### src/rtl/cas_sel_arbiter_if.sv
// rtl/cas_sel_arbiter_if.sv - request/grant/select bundle between the requesters, the arbiter and the 4-way select mux
interface cas_sel_arbiter_if #(
   parameter int SEL_W = 260
);
   logic [3:0]       req;
   logic [3:0]       gnt;
   logic [1:0]       gnt_idx;
   logic [SEL_W-1:0] sel;
   logic             sel_vld;

   // arbiter side
   modport master (
      input  req,
      output gnt, gnt_idx, sel, sel_vld
   );

   // requester / mux side
   modport slave (
      output req,
      input  gnt, gnt_idx, sel, sel_vld
   );
endinterface

### src/rtl/cas_sel_arbiter.sv
// rtl/cas_sel_arbiter.sv - round-robin grant and select sequencer for the 4-way wide-select mux (option macro CAS_SEL_IDLE_DEFA_EN)
module cas_sel_arbiter #(
   parameter int SEL_W    = 260,
   parameter int HOLD_CYC = 4,
   parameter int CNT_W    = 3
) (
   input  logic                    clk,
   input  logic                    rst_n,
   cas_sel_arbiter_if.master       io_arb
);

   typedef enum logic [1:0] {S_IDLE, S_GRANT, S_GAP} state_t;

`ifdef CAS_SEL_IDLE_DEFA_EN
   // all-ones matches no mux case item, so the mux holds while nobody is granted
   localparam logic [SEL_W-1:0] RST_SEL = '1;
`else
   localparam logic [SEL_W-1:0] RST_SEL = '0;
`endif

   localparam logic [CNT_W-1:0] CNT_LAST = CNT_W'(HOLD_CYC - 1);

   state_t           r_state, w_state;
   logic [3:0]       r_gnt, w_gnt;
   logic [1:0]       r_gnt_idx, w_gnt_idx;
   logic [SEL_W-1:0] r_sel, w_sel;
   logic             r_sel_vld, w_sel_vld;
   logic [CNT_W-1:0] r_cnt, w_cnt;
   logic [1:0]       r_last, w_last;
   logic [1:0]       w_win;
   logic             w_any;
   logic [SEL_W-1:0] w_code;
   logic [SEL_W-1:0] w_off_sel;

   // round-robin search starting one past the last granted source
   always_comb begin
      logic [1:0] c;
      w_win = r_last;
      w_any = 1'b0;
      for (int k = 1; k <= 4; k++) begin
         c = r_last + 2'(k);
         if (!w_any && io_arb.req[c]) begin
            w_win = c;
            w_any = 1'b1;
         end
      end
   end

   // select code of the winner, zero-extended to the bus width
   always_comb begin
      w_code = '0;
      case (w_win)
         2'd0:    w_code[15:0] = 16'h0000;
         2'd1:    w_code[15:0] = 16'h000F;
         2'd2:    w_code[15:0] = 16'h00FF;
         default: w_code[15:0] = 16'hFFFF;
      endcase
`ifdef CAS_SEL_IDLE_DEFA_EN
      w_off_sel = '1;
`else
      w_off_sel = r_sel;
`endif
   end

   // next state and next registered outputs
   always_comb begin
      w_state   = r_state;
      w_gnt     = r_gnt;
      w_gnt_idx = r_gnt_idx;
      w_sel     = r_sel;
      w_sel_vld = r_sel_vld;
      w_cnt     = r_cnt;
      w_last    = r_last;
      case (r_state)
         S_GRANT: begin
            if (!io_arb.req[r_gnt_idx] || (r_cnt == CNT_LAST)) begin
               w_state   = S_GAP;
               w_gnt     = 4'b0000;
               w_sel_vld = 1'b0;
               w_sel     = w_off_sel;
               w_cnt     = '0;
            end else begin
               w_cnt = r_cnt + CNT_W'(1);
            end
         end
         default: begin
            // IDLE and the single GAP cycle arbitrate identically
            if (w_any) begin
               w_state   = S_GRANT;
               w_gnt     = 4'b0001 << w_win;
               w_gnt_idx = w_win;
               w_sel     = w_code;
               w_sel_vld = 1'b1;
               w_cnt     = '0;
               w_last    = w_win;
            end else begin
               w_state = S_IDLE;
            end
         end
      endcase
   end

   // state and output registers; reset drops the grant immediately
   always_ff @(posedge clk or negedge rst_n) begin
      if (!rst_n) begin
         r_state   <= S_IDLE;
         r_gnt     <= 4'b0000;
         r_gnt_idx <= 2'd0;
         r_sel     <= RST_SEL;
         r_sel_vld <= 1'b0;
         r_cnt     <= '0;
         r_last    <= 2'd3;
      end else begin
         r_state   <= w_state;
         r_gnt     <= w_gnt;
         r_gnt_idx <= w_gnt_idx;
         r_sel     <= w_sel;
         r_sel_vld <= w_sel_vld;
         r_cnt     <= w_cnt;
         r_last    <= w_last;
      end
   end

   assign io_arb.gnt     = r_gnt;
   assign io_arb.gnt_idx = r_gnt_idx;
   assign io_arb.sel     = r_sel;
   assign io_arb.sel_vld = r_sel_vld;

endmodule

### src/flat_wrapper.sv
// flat-port wrapper written by rule: the top's interface ports become plain ports
module cas_sel_arbiter_flat 
#(
   parameter int SEL_W    = 260,
   parameter int HOLD_CYC = 4,
   parameter int CNT_W    = 3
)
  (clk, rst_n, io_arb_req, io_arb_gnt, io_arb_gnt_idx, io_arb_sel, io_arb_sel_vld);
  cas_sel_arbiter_if #(.SEL_W(SEL_W)) io_arb_i ();
  input  logic clk;
  input  logic rst_n;
  input wire logic [$bits(io_arb_i.req)-1:0] io_arb_req;
  output wire logic [$bits(io_arb_i.gnt)-1:0] io_arb_gnt;
  output wire logic [$bits(io_arb_i.gnt_idx)-1:0] io_arb_gnt_idx;
  output wire logic [$bits(io_arb_i.sel)-1:0] io_arb_sel;
  output wire logic [$bits(io_arb_i.sel_vld)-1:0] io_arb_sel_vld;
  assign io_arb_i.req = io_arb_req;
  assign io_arb_gnt = io_arb_i.gnt;
  assign io_arb_gnt_idx = io_arb_i.gnt_idx;
  assign io_arb_sel = io_arb_i.sel;
  assign io_arb_sel_vld = io_arb_i.sel_vld;
  cas_sel_arbiter #(.SEL_W(SEL_W), .HOLD_CYC(HOLD_CYC), .CNT_W(CNT_W)) u_core (.clk(clk), .rst_n(rst_n), .io_arb(io_arb_i));
endmodule
### config.mk
export PLATFORM = sky130hd
export DESIGN_NAME = cas_sel_arbiter_flat
export DESIGN_NICKNAME = d
export VERILOG_FILES = /design/src/rtl/cas_sel_arbiter_if.sv /design/src/rtl/cas_sel_arbiter.sv /design/src/flat_wrapper.sv
export SDC_FILE = /design/constraint.sdc
export NUM_CORES = 1
export LEC_CHECK = 0
export ABC_AREA = 1
export BUFFER_PORTS_ARGS = -buffer_cell sky130_fd_sc_hd__clkbuf_2
export CORE_AREA = 2 2 105 107
export CTS_BUF_LIST = sky130_fd_sc_hd__clkbuf_16
export DETAILED_ROUTE_END_ITERATION = 8
export DIE_AREA = 0 0 107 109
export GPL_TIMING_DRIVEN = 0
export PLACE_DENSITY_LB_ADDON = 0.1
export SLEW_MARGIN = 10
export SYNTH_ARGS = -nofsm -noshare
export SYNTH_HDL_FRONTEND = slang
export SYNTH_SLANG_ARGS = --single-unit
### constraint.sdc
create_clock -name clk -period 2.05 [get_ports clk]
set_input_delay 0.1025 -clock clk [delete_from_list [all_inputs] [get_ports clk]]
set_output_delay 0.1025 -clock clk [all_outputs]
set_load 0.01 [all_outputs]
# After elaboration in Yosys (flattened, before gate mapping)
# Cells that the tools add are included.
classes:
  shifts: 1
  n_lt_le_gt_ge: 5
  n_reduce_logical: 12
  bitwise_logic: 1
  mux: 31
  addsub: 4
  eq_ne: 5
ops:
  columns: ["op", "count"]
  rows:
  - ["16-bit case mux with 3 select lines", 1]
  - ["2-bit by 3-bit less-than comparator with 1-bit output, second input constant", 5]
  - ["1-bit 2-to-1 mux", 13]
  - ["2-bit 2-to-1 mux", 6]
  - ["4-bit 2-to-1 mux", 3]
  - ["1-bit binary-select mux with 2-bit select", 5]
  - ["3-bit 2-to-1 mux", 3]
  - ["2-bit adder, second input constant", 2]
  - ["2-bit by 1-bit == test with 1-bit output, second input constant", 2]
  - ["1-bit logical NOT", 4]
  - ["2-bit AND reduction", 2]
  - ["1-bit by 2-bit left shift with 4-bit output, first input constant", 1]
  - ["3-bit by 1-bit adder with 3-bit output, second input constant", 1]
  - ["3-bit by 2-bit == test with 1-bit output, second input constant", 1]
  - ["1-bit logical AND", 3]
  - ["2-bit by 1-bit adder with 2-bit output, second input constant", 1]
  - ["2-bit == test, second input constant", 1]
  - ["2-bit logical NOT", 1]
  - ["2-bit by 1-bit inequality test with 1-bit output, second input constant", 1]
  - ["2-bit nonzero test", 1]
  - ["1-bit logical OR", 1]
  - ["1-bit NOT", 1]
word_totals:
  output_inout_bits: 267
  input_bits: 6
  wordCells: 66
  ff_bits: 30

# Longest topological paths before layout
# Gate-level depths: netlist of the first run.
logic_depth:
  ltp_word: 16
  depth_mapped: 14

# Least setup slack after synthesis of the first run
# Ideal clock, no wire load.
synth_timing:
  path_type: "register to register"
  start: "register u_core.r_last[0]"
  end: "register u_core.r_gnt[0] (netlist: u_core.io_arb.gnt[0])"
  t_required_ps: 1933
  stages_incl_launch_ff: 13
  slack_ps: 454
  path_buffers: 1
  t_arrival_ps: 1480
  cell_sequence: "dfstp_2 > buf_6 > nand2_1 > nand2_4 > nand2_4 > nand2_4 > inv_1 > nand3_1 > nand3_1 > nand2_1 > inv_1 > nand2_1 > nand2_1"
synth_via:
  elab_chain_len: 16
synth_lines:
  columns: ["element", "line", "rtl"]
  rows:
  - ["from (decl)", "cas_sel_arbiter.sv:29", "logic [1:0] r_last, w_last;"]
  - ["from (signal assigned)", "cas_sel_arbiter.sv:120", "r_last <= w_last;"]
  - ["2-bit by 1-bit adder with 2-bit output", "cas_sel_arbiter.sv:41", "c = r_last + 2'(k);"]
  - ["1-bit binary-select mux with 2-bit select", "cas_sel_arbiter.sv:42", "if (!w_any && io_arb.req[c]) begin"]
  - ["1-bit 2-to-1 mux (not written as such)", "cas_sel_arbiter.sv:42", null]
  - ["1-bit 2-to-1 mux", "cas_sel_arbiter.sv:42", null]
  - ["1-bit logical NOT", "cas_sel_arbiter.sv:42", null]
  - ["1-bit logical AND", "cas_sel_arbiter.sv:42", null]
  - ["1-bit 2-to-1 mux", "cas_sel_arbiter.sv:42", null]
  - ["1-bit logical NOT", "cas_sel_arbiter.sv:42", null]
  - ["1-bit logical AND", "cas_sel_arbiter.sv:42", null]
  - ["1-bit 2-to-1 mux", "cas_sel_arbiter.sv:42", null]
  - ["1-bit logical NOT", "cas_sel_arbiter.sv:42", null]
  - ["1-bit logical AND", "cas_sel_arbiter.sv:42", null]
  - ["2-bit 2-to-1 mux", "cas_sel_arbiter.sv:42", null]
  - ["1-bit by 2-bit left shift with 4-bit output", "cas_sel_arbiter.sv:90", "w_gnt = 4'b0001 << w_win;"]
  - ["4-bit 2-to-1 mux", "cas_sel_arbiter.sv:88", "if (w_any) begin"]
  - ["4-bit 2-to-1 mux", "cas_sel_arbiter.sv:74", "case (r_state)"]
  - ["to (signal assigned)", "cas_sel_arbiter.sv:115", "r_gnt <= w_gnt;"]
  - ["to (decl)", "cas_sel_arbiter.sv:24", "logic [3:0] r_gnt, w_gnt;"]
# Several ways; a longest one is shown, not always the timed one. The select of a mux whose other input is x is not followed.
# A chain may end at the register's enable or synchronous reset.

# Final worst setup path of the first run
# Ends and elaborated chain as after synthesis.

==> impl_metrics.ini, run 1 <==
[power]
combPwrFrac_pct = 71.5
vdd_ir_drop_max_uv = 389
p_int_mw = 1.77
switching_share_pct = 47.5
pwr_density_cell_mw_per_mm2 = 792
p_leak_nw = 2.90
power.total_mw = 3.37
seq_power_share_pct = 17.3
p_clk_share_pct = 11.2
switchingPower_mw = 1.60

[sta]
max_freq_ghz = 0.560
min_period_over_period_pct = 87.1
clock_skew_ns = 0.00568
drv_slew = 0
tns_ns = 0
worst_slack_ns = 0.264
final-hold-violation-count = 0
rsz0062_at_grt = no
setup_viol = 0
period_needed_ns = 1.79

[logic_synthesis]
yosys_warnings = 0
ys_seq_area_share_pct = 13.7
yosys_most_used_dff = dfrtp_1
syn_inst = 385
yosysUniqueCellTypes = 25
synth_edf_count = 0
ys_seq_elements = 16
syn_area_mm2 = 0.00294
synthArstFlopShare_pct = 100
syn_avg_cell_area_um2 = 7.62

[setup_path]
critical-path-slowest-cell = dfstp_2
worstPathRequired_ns = 2.18
r2r_start = u_core.r_last[0]$_DFFE_PN1P_
cp_common_cell = nand2_1
crit_arrival_ns = 1.91
path_cells = buf_6 > nand2_1 > nand2_4 > nand2_4 > nand2_4 > inv_1 > nand3_1 > nand3_1 > nand2_1 > inv_1 > nand2_1 > nand2_1
crit_type = reg2reg
r2r_slack_ns = 0.26
r2r-end = u_core.io_arb.gnt[0]$_DFFE_PN0P_
cp-start-kind = flip-flop
reg2reg_depth = 12
cp-end-kind = flip-flop
critPathMaxStageDelay_ns = 0.52
crit_fanout = 10

[finish]
n_antenna_cell = 0
final_cell_mix = buf_4, conb_1, nand2_1
final_common_cell = buf_4
final_nets = 670
final_cells = 801
drive_above_1_share_pct = 47.0
final_cell_area_mm2 = 0.00425
syn2layout_area_growth_pct = 44.8

[clock_tree]
h-tree-depth = 1
numCtsBuffers = 3
cts-root-buf = clkbuf_16
cts_tree = done
clkTransAtPathRegs_ns = 0.05
clkSinkCount = 16
cts_setup_buffers = 0
clockBufferDepth = 2
insertion_delay_ns = 0.25
cts_resized = 0

[global_route]
antenna_found_initial = 0
overflow = 0
grt_max_degree = 17
first_global_vias = 1567
grt_pass1_wl_um = 7330
grt.total_usage_pct = 7.81

[die]
die_y_um = 109
fp.dieArea_mm2 = 0.0117
dieWidth_um = 107
initial_core_util_pct = 27.7
rows = 38
coreArea_mm2 = 0.0106
ios = 273

[route]
via_per_inst = 2.73
drcViolationCount = 0
vias = 2186
drtPass1Iterations = 4
ant_nets = 0
drtIter0Drc = 58
routed_wl_um = 5340
wl_per_cell_um = 6.67

[placement]
post-place-ws_ns = 0.258
dp_hpwl_um = 5010
dp.cells = 796
gp_congestion = 0.743
io_buffers = 28
placed_cell_area_mm2 = 0.00416

[min_path]
hp-class = in2async

[outcome]
outcome = complete, no violations

[run]
maxCapViolCount = 0
cells in the mapped netlist, types with 2 or more instances:
master	instances	area share (%)
a21oi_1	4	0.68
buf_4	258	66
buf_6	2	0.77
dfrtp_1	14	12
dfstp_2	2	1.8
ha_1	2	0.85
inv_1	13	1.7
nand2_1	39	5.0
nand2_2	9	1.9
nand2_4	4	1.5
nand3_1	15	2.6
nor2_1	5	0.64
o21ai_0	3	0.51
o21ai_1	2	0.34
o22ai_1	3	0.64
critical path, delay by kind of cell (launching register included):
kind / cells / cell delay [ns]
buf+inv: 3 / 0.28
flops: 1 / 0.52
simple gates: 9 / 0.86
final cells by class:
class / count / area (um2)
tap: 140 / 175
sequential: 16 / 403
timing repair buffer: 29 / 150
buffer: 260 / 1960
clock buffer: 3 / 75.1
fill: 1103 / 6350
clock inverter: 1 / 3.75
inverter: 15 / 63.8
multi-input combinational: 337 / 1420
registers in the layout, summed over array words and instances, names as in the netlist:
name and flops:
u_core.r_cnt 3, u_core.io_arb.gnt 4, u_core.r_last 2, u_core.io_arb.sel_vld 1
u_core.r_state 2, u_core.io_arb.gnt_idx 2, u_core.io_arb.sel 2
metrics by stage:
stage / hold WS [ns] / utilization, %
finish: 0.330 / 40.1
global route: 0.387 / 40.1
CTS: 0.341 / 40.1
detailed placement: 0.0448 / 39.3
global placement: 0.0440 / 39.3
floorplan: -0.193 / -
worst max path at each step:
stage,startpoint,to,cells after the start,slack [ns]
floorplan,u_core.r_last[0]$_DFFE_PN1P_,u_core.io_arb.gnt[0]$_DFFE_PN0P_,12,0.45
global placement,u_core.r_last[0]$_DFFE_PN1P_,u_core.io_arb.gnt[0]$_DFFE_PN0P_,12,0.29
detailed placement,u_core.r_last[0]$_DFFE_PN1P_,u_core.io_arb.gnt[0]$_DFFE_PN0P_,12,0.26
CTS,u_core.r_last[0]$_DFFE_PN1P_,u_core.io_arb.gnt[0]$_DFFE_PN0P_,12,0.23
global route,u_core.r_last[0]$_DFFE_PN1P_,u_core.io_arb.gnt[0]$_DFFE_PN0P_,13,0.11
finish,u_core.r_last[0]$_DFFE_PN1P_,u_core.io_arb.gnt[0]$_DFFE_PN0P_,12,0.26
kinds of logic (layout without fill, tap and decap cells):
family / after synthesis / in the layout / share of synthesized area, %
AOI/OAI and AO/OA: 12 / 12 / 2.17
adders and majority gates: 2 / 2 / 0.852
buffers and inverters: 275 / 308 / 68.9
DFF: 16 / 16 / 13.7
muxes: 1 / 1 / 0.341
other: 1 / 244 / 0.128
and+or+nand+nor: 78 / 78 / 13.9
power by group through the flow:
stage	logic (mW)	registers, mW	clock network [mW]
2_1_floorplan	1.92	0.599	0
3_3_place_gp	2.41	0.581	0
3_5_place_dp	2.41	0.590	0
4_1_cts	2.42	0.586	0.385
5_1_grt	2.70	0.607	0.408
6_report	2.41	0.581	0.378
routing by layer:
layer  GRT usage, %  routed length (um)  part of all wire, %  up-vias
li1               -                   -                    -     1228
met1           7.78                1750                   33      825
met2           15.7                2950                   55      131
met3           2.45                 627                   12        2
met4           1.67                  17                 0.32        0
met5              0                   0                    0        -
what timing repair did:
action                                  in CTS  in global routing
hold endpoints to repair                    14                  0
endpoints found under the setup margin       0                  0
hold buffers                                 1                  0
Note: power is estimated with default switching activity, not from simulation.
==> run 2: changes to the inputs <==
--- a/config.mk
+++ b/config.mk
@@ -5,12 +5,11 @@
 export SDC_FILE = /design/constraint.sdc
 export NUM_CORES = 1
 export LEC_CHECK = 0
-export ABC_AREA = 1
-export BUFFER_PORTS_ARGS = -buffer_cell sky130_fd_sc_hd__clkbuf_2
-export CORE_AREA = 2 2 105 107
+export CORE_AREA = 2 2 106 108
 export CTS_BUF_LIST = sky130_fd_sc_hd__clkbuf_16
 export DETAILED_ROUTE_END_ITERATION = 8
-export DIE_AREA = 0 0 107 109
+export DIE_AREA = 0 0 108 110
+export DONT_BUFFER_PORTS = 1
 export GPL_TIMING_DRIVEN = 0
 export PLACE_DENSITY_LB_ADDON = 0.1
 export SLEW_MARGIN = 10
==> run 2 against run 1 <==
Power down 33%; largest cell class unchanged; largest power group unchanged; sequential cell count unchanged; final cell count down 11%; critical endpoint is now u_core.io_arb.gnt_idx[0]$_DFFE_PN0P_; die area up 1.9%; clock skew up 0.00098 ns.
==> impl_metrics.ini, run 2 <==
[die]
die_y_um = 110
fp.dieArea_mm2 = 0.0119
coreArea_mm2 = 0.0107
ios = 273
dieWidth_um = 108
initial_core_util_pct = 25.4
rows = 38

[global_route]
first_global_vias = 1474
overflow = 0
grt_max_degree = 17
antenna_found_initial = 0
grt_pass1_wl_um = 6700
grt.total_usage_pct = 7.03

[setup_path]
r2r_start = u_core.r_last[1]$_DFFE_PN1P_
crit_type = reg2reg
cp-start-kind = flip-flop
r2r-end = u_core.io_arb.gnt_idx[0]$_DFFE_PN0P_
crit_arrival_ns = 1.76
r2r_slack_ns = 0.40
worstPathRequired_ns = 2.16
reg2reg_depth = 5
crit_fanout = 8
cp-end-kind = flip-flop

[placement]
gp_congestion = 0.697
dp_hpwl_um = 4710
io_buffers = 0
placed_cell_area_mm2 = 0.00380

[clock_tree]
insertion_delay_ns = 0.25
cts_setup_buffers = 0
cts-root-buf = clkbuf_16
numCtsBuffers = 3
cts_hold_buffers = 1
clockBufferDepth = 2
cts_tree = done
clkSinkCount = 16
clkTransAtPathRegs_ns = 0.05
cts_resized = 0
h-tree-depth = 1

[route]
vias = 1904
wl_per_cell_um = 6.96
drtIter0Drc = 21
routed_wl_um = 4990
via_per_inst = 2.66
drcViolationCount = 0
ant_nets = 0
drtPass1Iterations = 4

[logic_synthesis]
yosysTopAreaCell = buf_4
yosys_warnings = 0
ys_seq_area_share_pct = 14.8
synthTopCellsByCount = buf_4, dfrtp_1, nand2_1, o21ai_0
synth_edf_count = 0
yosysTopAreaCellShare_pct = 71.6
syn_avg_cell_area_um2 = 8.28
yosysUniqueCellTypes = 33
syn_area_mm2 = 0.00272
ys_seq_elements = 16
synth.area.top_cells = buf_4, dfrtp_1, dfstp_2
synth.most_common_cell = buf_4
synthArstFlopShare_pct = 100
yosys_most_used_dff = dfrtp_1
syn_inst = 328

[min_path]
min-delay-start = io_arb_req[3]
hp-class = in2reg
min_to = u_core.r_state[0]$_DFFE_PN0P_
min_path_cells = 2

[sta]
rsz0062_at_grt = no
drv_slew = 0
tightestPinTransition_ns = 0.755
final-hold-violation-count = 0
tns_ns = 0
period_needed_ns = 1.65
clock_skew_ns = 0.00666
setup_viol = 0
max_slew_margin_pct = 49.5
max_freq_ghz = 0.608
min_period_over_period_pct = 80.3

[finish]
final_cell_area_mm2 = 0.00389
largest_register_ffs = 4
syn2layout_area_growth_pct = 43.3
final_cell_mix = buf_4, conb_1, dfrtp_1
n_antenna_cell = 0
drive_above_1_share_pct = 47.6
final_nets = 585
final_common_cell = buf_4

[outcome]
outcome = complete, no violations

[power]
p_leak_nw = 2.56
pwr_density_cell_mw_per_mm2 = 579
vdd_ir_drop_max_uv = 319

[run]
maxCapViolCount = 0
[run 2: power by group]
| group | internal, mW | switching (mW) |
|---|---|---|
| clock | 0.258 | 0.118 |
| combinational | 0.638 | 0.634 |
| sequential | 0.454 | 0.152 |
[run 2: worst max path at each step]
stage / from / to / slack, ns / depth (start not counted)
5_1_grt: u_core.r_last[1]$_DFFE_PN1P_ / u_core.io_arb.sel[14]$_DFFE_PN0P_ / 0.26 / 5
3_5_place_dp: u_core.r_last[1]$_DFFE_PN1P_ / u_core.io_arb.sel[14]$_DFFE_PN0P_ / 0.38 / 5
3_3_place_gp: u_core.r_last[1]$_DFFE_PN1P_ / u_core.io_arb.sel[14]$_DFFE_PN0P_ / 0.35 / 5
4_1_cts: u_core.r_last[1]$_DFFE_PN1P_ / u_core.io_arb.gnt_idx[0]$_DFFE_PN0P_ / 0.38 / 5
6_report: u_core.r_last[1]$_DFFE_PN1P_ / u_core.io_arb.gnt_idx[0]$_DFFE_PN0P_ / 0.40 / 5
2_1_floorplan: u_core.r_last[1]$_DFFE_PN1P_ / u_core.io_arb.sel[3]$_DFFE_PN0P_ / 0.54 / 5
[run 2: per-stage QoR]
stage | power [mW] | hold WS (ns) | setup WS [ns] | utilization [%] | instances
after floorplan | 1.72 | -0.193 | 0.544 | - | 571
after global placement | 1.86 | -0.192 | 0.347 | 35.5 | 711
after CTS | 2.25 | 0.0653 | 0.382 | 36.4 | 716
final | 2.25 | 0.0631 | 0.405 | 36.4 | 716
after global routing | 2.46 | 0.0908 | 0.264 | 36.4 | 716
after detailed placement | 1.86 | -0.192 | 0.384 | 35.5 | 711
[run 2: layout make-up]
cell class | instances | area (um2)
multi-input cells | 291 | 1260
well taps | 140 | 175
clock inverters | 1 | 3.75
clock buffers | 3 | 75.1
plain buffers | 260 | 1950
inverters | 4 | 15.0
flip-flops and latches | 16 | 403
repair buffers | 1 | 10.0
fillers | 1143 | 6810
[run 2: kinds of logic after synthesis]
kind of cell / after synthesis / share of synthesized area (%)
AOI/OAI and AO/OA: 21 / 5.58
adders and majority gates: 2 / 0.922
buffers and inverters: 264 / 72.3
DFF: 16 / 14.8
muxes: 2 / 1.20
other: 1 / 0.138
and+or+nand+nor: 22 / 4.98
[run 2: worst max-delay path, stage by stage (launching register included)]
cell	delay, ns
dfstp_2	0.51
buf_2	0.18
mux2i_1	0.21
nor2_1	0.07
nor3_1	0.42
a21oi_1	0.13
[run 2: per-layer routing]
layer | part of all wire (%) | GRT usage [%] | vias to the layer above
li1 | - | - | 1020
met1 | 28 | 6.34 | 736
met2 | 56 | 14.2 | 146
met3 | 15 | 2.18 | 2
met4 | 1.1 | 3.30 | 0
met5 | 0 | 0 | -
==> run 3: changes to the inputs <==
==> constraint.sdc (replaced) <==
create_clock -name clk -period 1.4 [get_ports clk]
set_input_delay 0.07 -clock clk [delete_from_list [all_inputs] [get_ports clk]]
set_output_delay 0.07 -clock clk [all_outputs]
set_load 0.01 [all_outputs]
==> run 3 against run 2 <==
The run now ends with setup timing left; routed wire length rose by 4.1%; sequential power rose by 52%; clock skew fell by 0.0046 ns; critical path depth fell by 1; count of clock-buffer cells in the layout did not move; critical path type unchanged.
==> impl_metrics.ini, run 3 (synthesis gave the netlist of run 2 again) <==
[clock_tree]
clkTransAtPathRegs_ns = 0.05
cts-root-buf = clkbuf_16
clockBufferDepth = 2
numCtsBuffers = 3
clkSinkCount = 16
cts_tree = done
h-tree-depth = 1
insertion_delay_ns = 0.24

[die]
coreArea_mm2 = 0.0107
initial_core_util_pct = 25.4
dieWidth_um = 108
fp.dieArea_mm2 = 0.0119
die_y_um = 110
ios = 273
rows = 38

[sta]
max_freq_ghz = 0.672
setup_viol = 5
worst_slack_ns = -0.0890
max_slew_margin_pct = 50.1
whs_ns = 0.0442
tightestPinTransition_ns = 0.746
rsz0062_at_grt = yes
final-hold-violation-count = 0
period_needed_ns = 1.49
drv_slew = 0
clock_skew_ns = 0.00204
min_period_over_period_pct = 106
tns_ns = -0.188

[setup_path]
cp-start-kind = flip-flop
r2r_start = u_core.r_last[1]$_DFFE_PN1P_
r2r-end = u_core.io_arb.sel[3]$_DFFE_PN0P_
crit_fanout = 5
reg2reg_depth = 4
cp-end-kind = flip-flop
worstPathRequired_ns = 1.53
crit_arrival_ns = 1.62
crit_type = reg2reg
r2r_slack_ns = -0.09

[outcome]
violations = setup timing
outcome = finished, violations left

[power]
p_leak_nw = 2.58
vdd_ir_drop_max_uv = 420
power.total_mw = 3.51
pwr_density_cell_mw_per_mm2 = 886

[finish]
final_cell_mix = buf_4, conb_1, dfrtp_1
drive_above_1_share_pct = 49.1
syn2layout_area_growth_pct = 46.2
final_nets = 588
largest_register_ffs = 4
n_antenna_cell = 0
final_common_cell = buf_4
final_cells = 719
final_cell_area_mm2 = 0.00397

[route]
ant_nets = 0
routed_wl_um = 5190
vias = 1937
via_per_inst = 2.69
drtPass1Iterations = 3
wl_per_cell_um = 7.22
drtIter0Drc = 7
drcViolationCount = 0

[global_route]
overflow = 0
grt.total_usage_pct = 7.41
antenna_found_initial = 0
grt_max_degree = 17
first_global_vias = 1538
grt_pass1_wl_um = 6990

[min_path]
min_to = u_core.r_state[0]$_DFFE_PN0P_
hp-class = in2reg
min_path_cells = 2
min-delay-start = io_arb_req[3]

[placement]
dp_hpwl_um = 4800
gp_congestion = 0.681
dp.cells = 711
placed_cell_area_mm2 = 0.00381
io_buffers = 0

[run]
maxCapViolCount = 0
[run 3: cell types whose count changed in the layout (fill, tap and decap cells not counted), sizes merged]
cell and change:
buf +3
[run 3: worst max-delay path, stage by stage, from the launching register on]
cell and delay [ns]:
dfstp_2 0.57, mux2i_1 0.19, nor2_1 0.10, or3_4 0.35, o22a_1 0.17
[run 3: per-stage QoR]
| stage | util, % | worst slack [ns] |
|---|---|---|
| 5_1_grt | 37.1 | -0.126 |
| 4_1_cts | 36.9 | -0.0789 |
| 3_3_place_gp | 35.6 | -0.233 |
| 2_1_floorplan | - | -0.0750 |
| 3_5_place_dp | 35.6 | -0.231 |
| 6_report | 37.1 | -0.0890 |
[run 3: where the power goes]
| group | switching [mW] | total, mW | leakage, nW | internal, mW |
|---|---|---|---|---|
| clock | 0.172 | 0.551 | 0.0385 | 0.379 |
| combinational | 0.992 | 2.04 | 2.35 | 1.05 |
| sequential | 0.251 | 0.921 | 0.194 | 0.669 |
| total | 1.42 | 3.51 | 2.58 | 2.10 |
[run 3: metal layers]
| metal | track usage, % | vias up | part of all wire, % |
|---|---|---|---|
| met2 | 14.8 | 146 | 56 |
| met4 | 3.02 | 0 | 1.1 |
| met5 | 0 | - | 0 |
| met3 | 3.06 | 2 | 16 |
| met1 | 6.50 | 764 | 27 |
| li1 | - | 1025 | - |
[run 3: repair_timing]
item / CTS / global route
hold buffers: 1 / 0
pin swaps: 3 / 2
resized for setup: 5 / 4
endpoints found under the setup margin: 10 / 12
hold endpoints to repair: 16 / 0
setup buffers: 4 / 0
[run 3: worst max-delay path by stage]
| stage | cells past startpoint | from | endpoint | slack [ns] |
|---|---|---|---|---|
| floorplan | 5 | u_core.r_last[1]$_DFFE_PN1P_ | u_core.io_arb.sel[3]$_DFFE_PN0P_ | -0.07 |
| global placement | 5 | u_core.r_last[1]$_DFFE_PN1P_ | u_core.io_arb.gnt_idx[0]$_DFFE_PN0P_ | -0.23 |
| detailed placement | 5 | u_core.r_last[1]$_DFFE_PN1P_ | u_core.io_arb.sel[14]$_DFFE_PN0P_ | -0.23 |
| CTS | 4 | u_core.r_last[1]$_DFFE_PN1P_ | u_core.io_arb.sel[3]$_DFFE_PN0P_ | -0.08 |
| global route | 4 | u_core.r_last[1]$_DFFE_PN1P_ | u_core.io_arb.sel[3]$_DFFE_PN0P_ | -0.13 |
| finish | 4 | u_core.r_last[1]$_DFFE_PN1P_ | u_core.io_arb.sel[3]$_DFFE_PN0P_ | -0.09 |
[run 3: area by class of cell]
type	count	area, um2
plain buffers	259	1940
clock inverters	1	3.75
clock buffers	3	75.1
repair buffers	5	40.0
well taps	140	175
fillers	1153	6730
inverters	4	15.0
multi-input cells	291	1310
flip-flops and latches	16	404
